File: config.mk
export PLATFORM = sky130hd
export DESIGN_NAME = pc_sequencer
export DESIGN_NICKNAME = d
export VERILOG_FILES = /design/src/rtl/pc_sequencer_pkg.sv /design/src/rtl/pc_addr_check.sv /design/src/rtl/pc_sequencer.sv
export SDC_FILE = /design/constraint.sdc
export NUM_CORES = 1
export LEC_CHECK = 0
export CELL_PAD_IN_SITES_DETAIL_PLACEMENT = 2
export CELL_PAD_IN_SITES_GLOBAL_PLACEMENT = 2
export CORE_UTILIZATION = 20
export CTS_CLUSTER_DIAMETER = 200
export DETAILED_ROUTE_END_ITERATION = 7
export PLACE_DENSITY = 0.89
export REMOVE_ABC_BUFFERS = 1
export SETUP_SLACK_MARGIN = 0.05
export SYNTH_ARGS = -nofsm -noshare
export SYNTH_HDL_FRONTEND = slang
export SYNTH_SLANG_ARGS = --single-unit
File: constraint.sdc
create_clock -name clk -period 1.9 [get_ports clk]
set_input_delay 0.285 -clock clk [delete_from_list [all_inputs] [get_ports clk]]
set_output_delay 0.285 -clock clk [all_outputs]
set_load 0.01 [all_outputs]
File: src/rtl/pc_sequencer_pkg.sv
// Shared types and default addresses for the fetch-stage PC sequencer.
package pc_sequencer_pkg;

    typedef logic [31:0] word_t;

    localparam word_t DEF_RESET_PC = 32'h0000_3000;
    localparam word_t DEF_EXC_PC   = 32'h0000_4180;
    localparam word_t DEF_IMEM_LO  = 32'h0000_3000;
    localparam word_t DEF_IMEM_HI  = 32'h0000_6FFC;

    typedef enum logic [1:0] {
        PCS_BOOT  = 2'd0,
        PCS_RUN   = 2'd1,
        PCS_DRAIN = 2'd2
    } pcs_e;

endpackage

File: src/rtl/pc_addr_check.sv
// Fetch address checker: flags misaligned or out-of-window instruction addresses.
module pc_addr_check
    import pc_sequencer_pkg::*;
#(
    parameter logic [31:0] IMEM_LO = DEF_IMEM_LO,
    parameter logic [31:0] IMEM_HI = DEF_IMEM_HI
) (
    input  logic [31:0] addr,
    output logic        adel
);

    assign adel = (addr[1:0] != 2'b00) | (addr < IMEM_LO) | (addr > IMEM_HI);

endmodule

File: src/rtl/pc_sequencer.sv
// Fetch-stage PC register with stall hold, exception/ERET redirect and a
// one-cycle drain after every redirect that masks stale CP0 requests.
module pc_sequencer
    import pc_sequencer_pkg::*;
#(
    parameter logic [31:0] RESET_PC = DEF_RESET_PC,
    parameter logic [31:0] EXC_PC   = DEF_EXC_PC,
    parameter logic [31:0] IMEM_LO  = DEF_IMEM_LO,
    parameter logic [31:0] IMEM_HI  = DEF_IMEM_HI
) (
    input  logic        clk,
    input  logic        reset,
    input  logic        stall,
    input  logic [31:0] npc,
    input  logic        is_ctrl,
    input  logic        exc_req,
    input  logic        eret_req,
    input  logic [31:0] epc,
    output logic [31:0] pc,
    output logic [31:0] pc4,
    output logic        pc_adel,
    output logic        bd_d,
    output logic        flush,
    output logic [1:0]  state
);

    pcs_e  cur_state;
    pcs_e  nxt_state;
    word_t pc_q;
    logic  bd_q;

    always_ff @(posedge clk) begin
        if (reset) begin
            cur_state <= PCS_BOOT;
        end else begin
            cur_state <= nxt_state;
        end
    end

    // The unused encoding falls through to BOOT so a corrupted state self-heals.
    always_comb begin
        nxt_state = PCS_BOOT;
        case (cur_state)
            PCS_BOOT:  nxt_state = PCS_RUN;
            PCS_RUN:   nxt_state = (exc_req | eret_req) ? PCS_DRAIN : PCS_RUN;
            PCS_DRAIN: nxt_state = PCS_RUN;
            default:   nxt_state = PCS_BOOT;
        endcase
    end

    always_comb begin
        flush = 1'b0;
        case (cur_state)
            PCS_BOOT: flush = 1'b1;
            PCS_RUN:  flush = exc_req | eret_req;
            default:  flush = 1'b0;
        endcase
    end

    // Redirects only land from RUN; DRAIN deliberately ignores CP0 requests.
    always_ff @(posedge clk) begin
        if (reset) begin
            pc_q <= RESET_PC;
            bd_q <= 1'b0;
        end else begin
            case (cur_state)
                PCS_RUN: begin
                    if (exc_req) begin
                        pc_q <= EXC_PC;
                        bd_q <= 1'b0;
                    end else if (eret_req) begin
                        pc_q <= epc;
                        bd_q <= 1'b0;
                    end else if (!stall) begin
                        pc_q <= npc;
                        bd_q <= is_ctrl;
                    end
                end
                PCS_DRAIN: begin
                    if (!stall) begin
                        pc_q <= npc;
                        bd_q <= is_ctrl;
                    end
                end
                default: begin
                    pc_q <= pc_q;
                    bd_q <= bd_q;
                end
            endcase
        end
    end

    pc_addr_check #(
        .IMEM_LO(IMEM_LO),
        .IMEM_HI(IMEM_HI)
    ) u_addr_check (
        .addr(pc_q),
        .adel(pc_adel)
    );

    assign pc    = pc_q;
    assign pc4   = pc_q + 32'd4;
    assign bd_d  = bd_q;
    assign state = cur_state;

endmodule
==> flow_summary.yaml <==
cts:
  cts_tree: "done"
  cts-root-buf: "clkbuf_8"
  ctsHoldBuffers: 0
  clock-sinks: 35
  ctsHtreeMaxLevel: 2
  numCtsBuffers: 5
  clk_pin_slew_worst_paths_ns: 0.09
  clock_latency_ns: 0.31
  clockBufferDepth: 2
logic_synthesis:
  synth_top_area_cell: "dfxtp_1"
  synthArstFlopShare: 0
  synth_warnings: 0
  syn_area_mm2: 0.00223
  yosysTopAreaCellShare: 0.315
  post_synth_num_cell_types: 42
  synth_area_leaders: "dfxtp_1 (31%), o2bb2ai_1 (9.4%), a22oi_1 (8.1%)"
  ys.flop_type: "dfxtp_1"
  netlist_instances: 251
  synth_edf_count: 0
  ys_seq_area_frac: 0.315
  synth_seq_cells: 35
  avgSynthCellArea_um2: 8.87
timing:
  fin_crit_sh: 1.14
  tns_ns: -3.84
  setup_ws_ns: -0.264
  fmax_mhz: 462
  drv_slew: 0
  finalSetupViolations: 24
  rsz0062_at_grt: "yes"
  tightest_slew_ns: 0.636
  slew_headroom: 0.572
  clock_skew_ns: 0.0134
  finalHoldViolations: 0
  min_period_ns: 2.16
layout:
  diodes: 0
  synthToLayoutAreaGrowth_pct: 121
  layout.cells.most_common: "clkdlybuf4s50_1"
  multiInputGateArea_mm2: 0.00178
  fill_cells: 1143
  post-route-util: 0.453
  regArea_um2: 746
  final_net_count: 550
  layout_common_cells: "clkdlybuf4s50_1 (107), buf_4 (77), o2bb2ai_1 (24), buf_2 (24), a22oi_1 (23)"
  drive_above_1_share: 0.439
placed_design:
  place_worst_setup_slack_ns: -0.409
  port_buffers: 138
  globalplace.congestion: 0.826
  place_hpwl_um: 8780
pwr:
  ir_drop_mv: 0.261
  p_leak_uw: 0.00220
  p_int_uw: 1800
  pwr-share-comb: 0.461
  p_switching_uw: 1030
  power_uw: 2830
  p_sw_frac: 0.364
  p_seq_frac: 0.310
  powerDensity_mw_per_mm2: 575
  pwr-share-clk: 0.229
floorplan:
  io_pins: 139
  dieArea_mm2: 0.0116
  die_w_um: 107
  start_util: 0.205
  num_rows: 38
  core-area_mm2: 0.0108
  dieHeight_um: 107
detailed_routing:
  wire_per_inst_um: 24.5
  drt_iter0_drc: 87
  via_per_inst: 5.07
  post-route-drc-count: 0
  totalWireLength_um: 15100
  route.vias.total: 3121
  final_antenna_net_count: 0
  drtPass1Iterations: 4
setup_path:
  rr_worst_depth: 6
  start_kind: "flop"
  worstSetupEndpointType: "output port"
  crit_fanout: 5
  max_stage_delay_ns: 0.38
  required_ns: 1.62
  crit_type: "flop to output port"
  crit_slowest_cell: "dfxtp_4"
  worstPathCellList: "ha_4, nand3_4, or2_4, nor3_4, xor2_1, buf_2"
  crit_arrival_ns: 1.88
global_routing:
  grt_pass1_vias: 3307
  grt_max_degree: 25
  grt_pass1_wl_um: 18800
  gr-total-overflow: 0
  antenna_found_initial: 0
  grt_usage: 0.214
flow_run:
  cap_violations: 0
min_path:
  hold_path.class: "input pin to flop"
  holdPathStages: 3
status:
  violations: "negative setup slack"
  run_status: "finished with violations"
[layout make-up]
cell class              instances  share of cell area
clock buffers                   8              0.0204
inverters                       6             0.00458
multi-input cells             193               0.362
flip-flops and latches         35               0.152
well taps                     140              0.0356
repair buffers                234               0.426
[synthesized netlist by cell type (2+ instances only)]
| cell | n |
|---|---|
| a211oi_1 | 6 |
| a22oi_1 | 24 |
| a31oi_1 | 2 |
| and3_1 | 3 |
| and4_1 | 4 |
| buf_2 | 7 |
| buf_4 | 3 |
| clkbuf_1 | 7 |
| dfxtp_1 | 35 |
| ha_1 | 5 |
| inv_1 | 5 |
| nand2_1 | 16 |
| nand2b_1 | 2 |
| nand3_1 | 13 |
| nand4_1 | 5 |
| nand4_4 | 2 |
| nor2_1 | 14 |
| nor2_2 | 2 |
| nor3_1 | 7 |
| nor4_1 | 5 |
| nor4_2 | 6 |
| o21ai_0 | 7 |
| o22ai_1 | 2 |
| o2bb2ai_1 | 24 |
| xnor2_1 | 15 |
| xor2_1 | 14 |
[worst max-delay path, delay by kind of cell, from the launching register on]
| family | cells | cell delay [ns] |
|---|---|---|
| fa+ha+maj | 1 | 0.16 |
| simple gates | 3 | 0.64 |
| xor+xnor | 1 | 0.20 |
| buf+inv | 1 | 0.18 |
| flops | 1 | 0.38 |
[path summary, 6_finish.rpt]
kind	start	end	slack (ns)
worst max-delay path	pc[2]$_SDFFE_PP0P_	pc4[24]	-0.26
worst min-delay path	epc[15]	pc[15]$_SDFFE_PP0P_	0.53
worst max register to register	state[1]$_SDFF_PP0_	bd_d$_SDFFE_PP0P_	0.09
worst min register to register	bd_d$_SDFFE_PP0P_	bd_d$_SDFFE_PP0P_	0.57
[what timing repair did]
| item | 4_1_cts | 5_1_grt |
|---|---|---|
| setup endpoints to repair | 30 | 54 |
| hold endpoints to repair | 0 | 0 |
| gates resized for setup | 182 | 45 |
| pin swaps | 46 | 32 |
| setup buffers | 15 | 21 |
[state kept, by name, indices dropped and copies added, names as in the netlist]
register	flops
bd_d	1
pc	32
state	2
[cell families after synthesis]
family                   count (synthesis)  share of synthesized area
multiplexers                             1                    0.00450
adder cells (fa/ha/maj)                  5                     0.0281
AO/OA/AOI/OAI                           70                      0.241
buffers and inverters                   23                     0.0478
AND/OR/NAND/NOR                         88                      0.250
flip-flops                              35                      0.315
XOR/XNOR                                29                      0.114
[power by group through the flow]
stage                     Sequential, µW  Clock [µW]  Combinational [µW]
after floorplan                      942           0                 316
after global placement               859           0                1100
after detailed placement             866           0                1140
after CTS                            862         632                1130
after global routing                 881         690                1370
final                                875         649                1300
[stage by stage]
| step | instances | cell area, µm² | hold WS (ns) |
|---|---|---|---|
| 5_1_grt | 616 | 4910 | 0.577 |
| 2_1_floorplan | 234 | 2140 | 0.357 |
| 6_report | 616 | 4910 | 0.532 |
| 3_5_place_dp | 573 | 4190 | 0.509 |
| 3_3_place_gp | 573 | 4190 | 0.487 |
| 4_1_cts | 596 | 4570 | 0.531 |
[routing by layer]
| metal | vias up | track usage | part of all wire |
|---|---|---|---|
| met1 | 1596 | 0.236 | 0.38 |
| met3 | 24 | 0.0333 | 0.038 |
| met2 | 105 | 0.419 | 0.55 |
| li1 | 1396 | - | - |
| met4 | 0 | 0.0548 | 0.027 |
| met5 | - | 0 | 0 |
(Power assumes the default switching activity.)
